$ cat src/rtl/cnn_layer_accel_awe_rowbuf_sched.sv
// cnn_layer_accel_awe_rowbuf_sched
//   Per-AWE read scheduler for the AWE row buffers. For each output row it waits
//   for a full kernel window (rows_ready), then walks cycle -> kernel -> col,
//   issuing one row-buffer read per beat with its tags, and releases the row to
//   the fill side when the row is finished.
//
// Ports
//   clk_core, rst            core clock, async active-low reset
//   job_start / _ack         job request (IDLE only) / 1-cycle accept pulse
//   *_cfg                    R, C, N, K, S latched on accept
//   rows_ready               row buffers hold the window for the next output row
//   row_release              1-cycle pulse after each finished row
//   stall, abort             freeze sequence / return to IDLE (abort wins)
//   rd_en, rd_col_addr       read strobe and column (col*S + cycle)
//   output_row/_col, cycle_counter, last_kernel   tags aligned with rd_en
//   busy, job_done           state != IDLE / 1-cycle normal-completion pulse
//   stall_cycles             RUN cycles with stall=1 (CNL_RBSCHED_PERF_CNT_EN only)
//
// Build option: define CNL_RBSCHED_PERF_CNT_EN to add the stall_cycles counter.
module cnn_layer_accel_awe_rowbuf_sched #(
    parameter int C_ROW_W = 10,
    parameter int C_COL_W = 10,
    parameter int C_KRN_W = 8,
    parameter int C_KSZ_W = 4,
    parameter int C_STR_W = 3
) (
    input  logic               clk_core,
    input  logic               rst,
    input  logic               job_start,
    output logic               job_start_ack,
    input  logic [C_ROW_W-1:0] num_output_rows_cfg,
    input  logic [C_COL_W-1:0] num_output_cols_cfg,
    input  logic [C_KRN_W-1:0] num_kernel_cfg,
    input  logic [C_KSZ_W-1:0] kernel_size_cfg,
    input  logic [C_STR_W-1:0] convolution_stride_cfg,
    input  logic               rows_ready,
    output logic               row_release,
    input  logic               stall,
    input  logic               abort,
    output logic               rd_en,
    output logic [C_COL_W-1:0] rd_col_addr,
    output logic [C_ROW_W-1:0] output_row,
    output logic [C_COL_W-1:0] output_col,
    output logic [C_KSZ_W-1:0] cycle_counter,
    output logic               last_kernel,
    output logic               busy,
    output logic               job_done
`ifdef CNL_RBSCHED_PERF_CNT_EN
    ,
    output logic [31:0]        stall_cycles
`endif
);

    localparam int AW = C_COL_W + C_STR_W + C_KSZ_W;
    localparam logic [C_ROW_W-1:0] ROW_ONE = C_ROW_W'(1);
    localparam logic [C_COL_W-1:0] COL_ONE = C_COL_W'(1);
    localparam logic [C_KRN_W-1:0] KRN_ONE = C_KRN_W'(1);
    localparam logic [C_KSZ_W-1:0] KSZ_ONE = C_KSZ_W'(1);

    typedef enum logic [2:0] {IDLE, WAIT_ROWS, RUN, ROW_DONE, DONE} state_t;
    state_t state;

    logic [C_ROW_W-1:0] rows_r;
    logic [C_COL_W-1:0] cols_r;
    logic [C_KRN_W-1:0] krn_r;
    logic [C_KSZ_W-1:0] ksz_r;
    logic [C_STR_W-1:0] str_r;
    logic [C_KRN_W-1:0] kern;
    logic [AW-1:0]      addr_full;

    // Tags are the live counter registers, so they line up with rd_en by construction.
    assign rd_en       = (state == RUN) && !stall;
    assign busy        = (state != IDLE);
    assign last_kernel = rd_en && (kern == krn_r - KRN_ONE);
    assign addr_full   = AW'(output_col) * AW'(str_r) + AW'(cycle_counter);
    assign rd_col_addr = addr_full[C_COL_W-1:0];

    always_ff @(posedge clk_core or negedge rst) begin
        if (!rst) begin
            state         <= IDLE;
            rows_r        <= '0;
            cols_r        <= '0;
            krn_r         <= '0;
            ksz_r         <= '0;
            str_r         <= '0;
            kern          <= '0;
            output_row    <= '0;
            output_col    <= '0;
            cycle_counter <= '0;
            job_start_ack <= 1'b0;
            row_release   <= 1'b0;
            job_done      <= 1'b0;
        end else begin
            job_start_ack <= 1'b0;
            row_release   <= 1'b0;
            job_done      <= 1'b0;
            if (state != IDLE && abort) begin
                state         <= IDLE;
                kern          <= '0;
                output_row    <= '0;
                output_col    <= '0;
                cycle_counter <= '0;
            end else begin
                case (state)
                    IDLE: if (job_start) begin
                        rows_r        <= num_output_rows_cfg;
                        cols_r        <= num_output_cols_cfg;
                        krn_r         <= num_kernel_cfg;
                        ksz_r         <= kernel_size_cfg;
                        str_r         <= convolution_stride_cfg;
                        job_start_ack <= 1'b1;
                        kern          <= '0;
                        output_row    <= '0;
                        output_col    <= '0;
                        cycle_counter <= '0;
                        // An empty job skips straight to completion.
                        if (num_output_rows_cfg == '0 || num_output_cols_cfg == '0 ||
                            num_kernel_cfg == '0 || kernel_size_cfg == '0)
                            state <= DONE;
                        else
                            state <= WAIT_ROWS;
                    end
                    WAIT_ROWS: if (rows_ready) state <= RUN;
                    RUN: if (!stall) begin
                        if (cycle_counter != ksz_r - KSZ_ONE) begin
                            cycle_counter <= cycle_counter + KSZ_ONE;
                        end else begin
                            cycle_counter <= '0;
                            if (kern != krn_r - KRN_ONE) begin
                                kern <= kern + KRN_ONE;
                            end else begin
                                kern <= '0;
                                // Column stays at C-1 on the final beat; ROW_DONE rewinds it.
                                if (output_col != cols_r - COL_ONE)
                                    output_col <= output_col + COL_ONE;
                                else
                                    state <= ROW_DONE;
                            end
                        end
                    end
                    ROW_DONE: begin
                        row_release <= 1'b1;
                        if (output_row == rows_r - ROW_ONE) begin
                            state <= DONE;
                        end else begin
                            output_row <= output_row + ROW_ONE;
                            output_col <= '0;
                            state      <= WAIT_ROWS;
                        end
                    end
                    DONE: begin
                        // job_done rises together with the return to IDLE, so busy is already low.
                        job_done <= 1'b1;
                        state    <= IDLE;
                    end
                    default: state <= IDLE;
                endcase
            end
        end
    end

`ifdef CNL_RBSCHED_PERF_CNT_EN
    always_ff @(posedge clk_core or negedge rst) begin
        if (!rst)
            stall_cycles <= '0;
        else if (state == IDLE && job_start)
            stall_cycles <= '0;
        else if (state == RUN && stall && stall_cycles != 32'hFFFF_FFFF)
            stall_cycles <= stall_cycles + 32'd1;
    end
`endif

endmodule

$ cat config.mk
export PLATFORM = sky130hd
export DESIGN_NAME = cnn_layer_accel_awe_rowbuf_sched
export DESIGN_NICKNAME = d
export VERILOG_FILES = /design/src/rtl/cnn_layer_accel_awe_rowbuf_sched.sv
export SDC_FILE = /design/constraint.sdc
export NUM_CORES = 1
export LEC_CHECK = 0
export BUFFER_PORTS_ARGS = -buffer_cell sky130_fd_sc_hd__buf_4
export CAP_MARGIN = 10
export CORE_MARGIN = 4
export CORE_UTILIZATION = 35
export DETAILED_ROUTE_END_ITERATION = 16
export GPL_ROUTABILITY_DRIVEN = 0
export PLACE_DENSITY = 0.64
export RECOVER_POWER = 25
export REMOVE_ABC_BUFFERS = 1
export SLEW_MARGIN = 40
export SYNTH_ARGS = -nofsm -noshare
export SYNTH_HDL_FRONTEND = slang
export SYNTH_SLANG_ARGS = --single-unit
$ cat constraint.sdc
create_clock -name clk_core -period 8.54 [get_ports clk_core]
set_input_delay 1.281 -clock clk_core [delete_from_list [all_inputs] [get_ports clk_core]]
set_output_delay 1.281 -clock clk_core [all_outputs]
set_load 0.05 [all_outputs]
==> metrics.txt, run 1 <==
status finished, violations left; failing checks capacitance limit, slew limit; Via density around 5.4; #FFs+latches synth 73; Synth async-reset ratio 1.00; Vias about 4,400; Max stage delay on crit path 600 ps; PortBufs 80; post-placement cell count slightly above 800; root buffer cell clkbuf_16; core area roughly 15,000 µm²; top-area cell type share of the netlist area 0.349; setup violators final 0; cell area after synthesis between 5000 and 6000 µm²; delay-heaviest family, CP adder cells; Most used DFF post-synth dfrtp_1; WP data required between 7000 and 8000 ps; First-pass DRT Iterations 4; hold buffer count at cts 0; non-filler cells, final 821; Startpoint Class flip-flop; fin nets around 710; Hold Vio Cnt, Final 0; number of diodes 0; GRT Util Overall 0.157; Remaining DRCs 0; Setup TNS Final 0 ps; skew final slightly below 9 ps; power density cells between 200 and 250 nW/µm²; sequential fraction of the synthesis area 0.349; initial antenna violation count 0; Tightest Pin Transition 3990 ps; Crit. End Element primary output; critical path class reg -> out; grt total ovfl 0; crit-path cells nand2_1 -> fa_1 -> inv_1 -> fa_1 -> inv_1 -> fa_1 -> inv_1 -> a21oi_1 -> o21ai_0 -> a21o_1 -> a21o_1 -> a21o_1 -> a21oi_1 -> xnor2_1 -> buf_4; Worst-path clk slew roughly 60 ps; H-tree Lvls 3; clk buf depth 2; Post-synth EDFFs 0; setup repair bufs after CTS 0; clock latency on the worst-skew pair approximately 340 ps; number of global-route vias before repair ~4,500; Initial Util 0.359; fin crit period a little over 5000 ps; max frequency around 190 MHz; post-CTS resize count 0; Hold Path Class reg -> reg; layout cell share with drive strength beyond 1 0.214; IO Count 81; Yosys top cell by area dfrtp_1; final WL approximately 13,000 µm; Critical Path AT roughly 3900 ps; Post-DP HPWL around 9900 µm; period utilization 0.609; Initial DRC Count between 150 and 200; die height roughly 130 µm; largest net degree at the start of global routing between 70 and 80; Synth area leaders dfrtp_1 35%, mux2_2 5.8%, ha_1 5.7%; DIE WIDTH approximately 130 µm; count leader, synth dfrtp_1; Slew Viols, Final 74; global-route wire length before repair 21,400 µm; Detail Route Antenna Nets 0; die area 17,000 µm²; Leakage Power approximately 2.8 nW; Post-Synthesis Cells 566; Yosys cell types 59; DP Area around 6000 µm²; top cells by count, synth 73 x dfrtp_1, 46 x nand2_1, 30 x inv_1; Ys Warns 0; CTS tree yes; number of buffers created by CTS 9; VDD IR max 0.195 mV; Finished Cell Area between 6000 and 7000 µm²; slowest stage cell, crit path dfrtp_1; CP Max Fanout 14; Final Util 0.433; area grow syn2layout 20.4%; row count 44; RSZ-0062 raised after global routing no; CTS Sinks between 70 and 80; routed len/inst roughly 16 µm; Slew HR -1.66; synthesized area per cell between 9 and 10 µm²; worst hold margin between 500 and 600 ps; Layout fillers 1,441; critical path buffer and inverter count 4; Max-Cap Viols 1
==> final cells by class <==
cell class	instances	area, µm²	area share
multi-input combinational	435	3200	0.507
sequential	73	1830	0.290
tap	184	230	0.0365
clock buffer	10	229	0.0363
inverter	30	113	0.0178
clock inverter	6	67.6	0.0107
timing repair buffer	83	643	0.102
==> placed cells by master (no fill, tap or decap), types with 3 or more instances in the layout <==
| cell type | Yosys | routed |
|---|---|---|
| nand4_1 | 5 | 5 |
| nand3_1 | 17 | 17 |
| nand2_1 | 46 | 46 |
| inv_1 | 30 | 30 |
| nand3b_1 | 5 | 5 |
| or2_2 | 3 | 3 |
| nand2b_1 | 25 | 25 |
| mux2i_1 | 3 | 3 |
| buf_4 | 0 | 79 |
| a21o_1 | 6 | 6 |
| a21oi_1 | 14 | 14 |
| o21ai_0 | 28 | 28 |
| ha_1 | 24 | 24 |
| nor3_1 | 12 | 11 |
| clkbuf_1 | 24 | 3 |
| mux2_2 | 27 | 27 |
| o21bai_1 | 8 | 8 |
| nor4_1 | 10 | 10 |
| nor2_1 | 24 | 23 |
| xor2_1 | 23 | 23 |
| dfrtp_1 | 73 | 73 |
| nor4b_1 | 5 | 5 |
| xnor2_1 | 27 | 27 |
| and2_1 | 15 | 15 |
| and3_1 | 9 | 9 |
| or4_1 | 7 | 7 |
| o31ai_1 | 7 | 7 |
| clkbuf_16 | 0 | 9 |
| o2bb2ai_1 | 6 | 6 |
| o21ai_1 | 18 | 18 |
| or3_1 | 13 | 13 |
| fa_1 | 10 | 10 |
| a21boi_1 | 7 | 7 |
| a31oi_1 | 3 | 3 |
==> metrics by stage <==
stage,power (mW),worst slack (ps)
3_5_place_dp,1.19,3720
2_1_floorplan,1.01,3160
6_report,1.56,3340
5_1_grt,1.68,3080
3_3_place_gp,1.15,3790
4_1_cts,1.58,3320
==> flip-flops by register name, summed over array words and instances, names as in the netlist, 3 cells and up <==
| register | flops |
|---|---|
| cycle_counter | 4 |
| output_col | 10 |
| kern | 8 |
| output_row | 10 |
| cols_r | 10 |
| rows_r | 10 |
| ksz_r | 4 |
| krn_r | 8 |
| str_r | 3 |
| state | 3 |
==> cells by family (layout without fill, tap and decap cells) <==
family,Yosys count,count (layout),share of synthesized area
DFF,73,73,0.349
adders and majority gates,34,34,0.0955
muxes,30,30,0.0637
AOI/OAI and AO/OA,119,119,0.156
buffers and inverters,58,129,0.0434
and+or+nand+nor,202,202,0.209
xor gates and xnor gates,50,50,0.0836
==> layer usage <==
layer	vias up	share of wire	routed length (µm)	global-route usage
li1	2136	-	-	-
met1	2161	0.43	5580	0.197
met2	98	0.49	6360	0.272
met3	13	0.055	702	0.0435
met4	0	0.016	211	0.0369
met5	-	0	0	0
==> worst paths after layout <==
kind	from	to	slack (ps)	cells after the start
worst max-delay path	output_col[2]	rd_col_addr[9]	3340	15
min in group asynchronous	rst	krn_r[1]	2340	1
worst min-delay path	krn_r[7]	krn_r[7]	520	1
worst max register to register	rows_r[0]	output_row[8]	5050	11
worst min register to register	krn_r[7]	krn_r[7]	520	1
max in group asynchronous	rst	cycle_counter[2]	3970	1
==> power breakdown <==
part | internal, mW | total (mW) | switching (mW)
combinational | 0.291 | 0.613 | 0.322
clock | 0.227 | 0.376 | 0.149
sequential | 0.438 | 0.572 | 0.134
total | 0.955 | 1.56 | 0.606
Power figures use the tool's default switching activity.
==> run 2, diff against run 1 <==
- clock period: 8.54 -> 4.8 ns (I/O delays scaled with it)
==> metrics.txt, run 2 (same netlist as run 1, synthesis figures left out) <==
Tightest Pin Transition 797 ps; number of global-route vias before repair between 4,000 and 5,000; CTS tree yes; Vias approximately 4,400; number of buffers created by CTS 9; routed len/inst between 15 and 20 µm; First-pass DRT Iterations 5; Critical Path AT about 3800 ps; initial antenna violation count 0; die height ~130 µm; Remaining DRCs 0; WP data required between 4000 and 5000 ps; CTS Sinks 73; Startpoint Class flip-flop; largest net degree at the start of global routing 74; FF-to-FF Start rows_r[0]; area grow syn2layout 20.1%; GRT Util Overall 0.155; Hold Vio Cnt, Final 0; global-route wire length before repair about 21,000 µm; Final Util 0.432; Worst-path clk slew around 60 ps; fin crit period 4490 ps; final WL 12,800 µm; row count 44; Post-DP HPWL roughly 9700 µm; skew final 10.5 ps; Hold Path Class in -> async; die area between 15,000 and 20,000 µm²; max frequency around 220 MHz; DIE WIDTH 130 µm; setup repair bufs after CTS 0; WL met2 about 6400 µm; DP Area 5990 µm²; met3 WL between 700 and 800 µm; Slew HR 0.461; setup violators final 0; commonest non-fill, non-tap cells in the layout 82 x buf_4, 70 x dfrtp_1, 46 x nand2_1, 30 x inv_1; core area around 15,000 µm²; grt total ovfl 0; Worst R2R Path Depth 11; Max-Cap Viols 0; Via density 5.32; critical path class reg -> out; Layout fillers 1,438; root buffer cell clkbuf_16; RSZ-0062 raised after global routing no; CP Max Fanout 10; period utilization 0.935; hold buffer count at cts 0; clock latency on the worst-skew pair ~340 ps; Design Power 2.77 mW; Crit. End Element primary output; Leakage Power around 2.8 nW; Setup crit start str_r[1]; clk buf depth 2; M1 WL 5490 µm; uppermost routed layer met4; Register Area ~1800 µm²; most common cell after layout, fill and taps aside buf_4; power density cells approximately 440 nW/µm²; post-CTS resize count 0; multi-input logic area between 3000 and 4000 µm²; fin nets a little over 700; PortBufs 80; Finished Cell Area 6300 µm²; VDD IR max 0.256 mV; status completed; Initial Util 0.359; Initial DRC Count 133; Detail Route Antenna Nets 0; layout cell share with drive strength beyond 1 0.221; number of diodes 0; H-tree Lvls 3; IO Count 81; Slew Viols, Final 0
## run 2: changes by cell type in the layout (fill, tap and decap cells not counted), sizes merged
cell / previous run / this run
clkinvlp: 2 / 0
buf: 81 / 83
clkbuf: 12 / 11
clkinv: 2 / 3
## run 2: layer usage
metal	vias up	global-route usage
met4	0	0.0399
met1	2112	0.190
met3	20	0.0472
met5	-	0
li1	2134	-
met2	104	0.266
## run 2: stage by stage
stage               setup TNS, ps  cells  setup WS [ps]  hold slack [ps]
global route                    0    821           66.9              447
detailed placement              0    805            523              518
floorplan                   -17.6    538          -17.6              424
CTS                             0    821            136              424
global placement                0    805            634              517
finish                          0    821            311              389
## run 2: cell type report
cell class	count	area share
Clock buffer	11	0.0385
Multi-Input combinational cell	435	0.508
Inverter	30	0.0179
Timing Repair Buffer	83	0.0995
Tap cell	184	0.0366
Sequential cell	73	0.291
Clock inverter	5	0.00854
## run 2: critical path, stage by stage, from the launching register on
cell and delay [ps]:
dfrtp_1 490, nand2_1 120, fa_1 510, fa_1 510, inv_1 40, ha_1 340
a21oi_1 210, o21ai_1 110, a21o_1 190, a21o_1 200, a21o_1 180, a21oi_1 170
xnor2_1 130, buf_4 210
## run 2: worst paths after layout
check                                      end  slack [ps]
min in group clk_core                 ksz_r[3]         530
worst max register to register   output_row[7]        1320
worst max-delay path            rd_col_addr[9]         310
worst min register to register        ksz_r[3]         530
max in group asynchronous        output_col[0]        3890
worst min-delay path             job_start_ack         390
## run 2: where the power goes
part           total (mW)  internal [mW]  switching (mW)
clock               0.676          0.416           0.261
combinational        1.07          0.501           0.570
sequential           1.02          0.780           0.238
==> run 3, diff against run 2 <==
- ABC_AREA: default -> 1
- PLACE_DENSITY: 0.64 -> 0.63
- SLEW_MARGIN: 40 -> 10
- clock period: 4.8 -> 5.66 ns (I/O delays scaled with it)
==> metrics.txt, run 3 <==
hold buffer count at cts 0; most common cell after layout, fill and taps aside nand2_1; Slew HR -1.66; skew final ~13 ps; count leader, synth nand2_1; area grow syn2layout 18.5%; Yosys cell types 37; Detail Route Antenna Nets 0; Remaining DRCs 0; combinational family with the most area after synthesis simple AND/OR/NAND/NOR gates; Slew Viols, Final between 70 and 80; #FFs+latches synth 73; Hold Path Class reg -> reg; Most used DFF post-synth dfrtp_1; number of diodes 0; number of buffers created by CTS 9; fin crit period 4560 ps; commonest non-fill, non-tap cells in the layout 290 x nand2_1, 114 x inv_1, 79 x buf_4, 76 x nor2_1, 74 x nand3_1; Initial Util 0.362; Setup TNS Final 0 ps; Initial DRC Count between 400 and 500; setup violators final 0; period utilization 0.806; Post-Synth Adder-Cell Area 0.0857; top-area cell type share of the netlist area 0.313; H-tree Lvls 3; Post-Synthesis Cells slightly below 900; row count between 40 and 50; IO Count 81; clock latency on the worst-skew pair ~350 ps; max frequency around 220 MHz; Post-synth EDFFs 0; DIE WIDTH ~140 µm; RSZ-0062 raised after global routing no; final WL 15,100 µm; routed len/inst about 13 µm; Startpoint Class flip-flop; post-synthesis simple-gate area fraction 0.373; Via density roughly 4.8; Leakage Power between 3 and 4 nW; Vias around 5,500; Max-Cap Viols 1; synthesized area per cell roughly 6.7 µm²; clk buf depth 2; Hold Path Depth 2; failing checks capacitance limit, slew limit; Crit. End Element primary output; Yosys top cell by area dfrtp_1; Worst R2R Path Depth 16; cell area after synthesis 5840 µm²; fin nets between 1,000 and 1,500; WP data required slightly below 5000 ps; Hold Vio Cnt, Final 0; CTS tree yes; setup repair bufs after CTS 0; Critical Path AT 3710 ps; GRT Util Overall 0.170; layout cell share with drive strength beyond 1 0.127; slowest stage cell, crit path dfrtp_1; die area around 19,000 µm²; crit-path cells nand2_1 -> fa_1 -> inv_1 -> fa_1 -> inv_1 -> fa_1 -> o21ai_0 -> a21oi_1 -> o21ai_0 -> xor2_1 -> buf_4; die height 137 µm; Worst-path clk slew 50 ps; root buffer cell clkbuf_16; Compound-Gate Fraction of Synth Area 0.0690; CTS Sinks 73; PortBufs 80; initial antenna violation count 0; most used cell, CP fa_1; number of global-route vias before repair around 5,300; Synth area leaders dfrtp_1 31%, nand2_1 19%, inv_1 7.3%; grt total ovfl 0; Layout fillers 1,694; Max stage delay on crit path ~560 ps; core area between 15,000 and 20,000 µm²; post-CTS resize count 0; Post-DP HPWL about 12,000 µm; Tightest Pin Transition between 3000 and 4000 ps; power density cells roughly 400 nW/µm²; pre-CTS WS approximately 1400 ps; VDD IR max 0.202 mV; First-pass DRT Iterations 5; worst setup margin about 1100 ps; post-synthesis xor/xnor area fraction 0.0660; CP Max Fanout 11; top cells by count, synth 290 x nand2_1, 114 x inv_1, 77 x nor2_1; Ys Warns 0; status finished, violations left; critical path class reg -> out; largest net degree at the start of global routing 74; global-route wire length before repair roughly 26,000 µm; Synth async-reset ratio 1.00; post-synthesis mux area share 0; sequential fraction of the synthesis area 0.313
[run 3: cell types whose count changed after synthesis, moves of 13 or more]
cell / change
mux2_2: -27
and2_1: -15
inv_1: +84
nor2_1: +53
nand2b_1: -25
o21ai_0: +21
nand2_1: +244
o21ai_1: -13
or3_1: -13
nand3_1: +57
[run 3: worst paths after layout]
path / start / endpoint / slack, ps
max in group asynchronous: rst / output_col[1] / 1520
worst min register to register: ksz_r[3] / ksz_r[3] / 500
worst max-delay path: output_col[0] / rd_col_addr[7] / 1100
min in group asynchronous: rst / cols_r[5] / 1900
worst min-delay path: ksz_r[3] / ksz_r[3] / 500
worst max register to register: rows_r[0] / output_row[3] / 3300
[run 3: stage by stage]
| step | utilization | instance area (µm²) | hold WS (ps) | power (mW) | instances |
|---|---|---|---|---|---|
| after global placement | 0.411 | 6630 | 483 | 2.20 | 1147 |
| after global routing | 0.429 | 6920 | 529 | 3.07 | 1163 |
| after CTS | 0.430 | 6930 | 499 | 2.81 | 1163 |
| after floorplan | - | 5740 | 461 | 1.85 | 850 |
| after detailed placement | 0.411 | 6630 | 484 | 2.22 | 1147 |
| final | 0.429 | 6920 | 495 | 2.79 | 1163 |
[run 3: area by class of cell]
type	instances	area (µm²)	area share
clock buffers	10	229	0.0331
inverters	119	447	0.0646
repair buffers	81	601	0.0868
multi-input cells	658	3480	0.503
well taps	216	270	0.0391
flip-flops and latches	73	1830	0.264
clock inverters	6	68.8	0.00995
[run 3: cell families after synthesis]
family,after synthesis
compound gates,77
xor+xnor,44
fa+ha+maj,34
buf+inv,142
flops,73
simple gates,503
[run 3: power breakdown]
part           switching, mW  internal (mW)  leakage [nW]
clock network          0.231          0.342         0.131
registers              0.178          0.664         0.957
logic                  0.925          0.448          2.53
total                   1.33           1.45          3.62
[run 3: worst max-delay path, delay by kind of cell, from the launching register on]
kind,cells,cell delay [ps]
flops,1,560
fa+ha+maj,3,1510
simple gates,1,140
compound gates,3,670
buf+inv,3,320
xor+xnor,1,160
[run 3: per-layer routing]
metal  wire length (µm)  global-route usage  share of wire  vias up
li1                   -                   -              -     2891
met4                252              0.0532          0.017        0
met5                  0                   0              0        -
met2               6660               0.267           0.44      103
met3                634              0.0279          0.042       18
met1               7580               0.240           0.50     2531
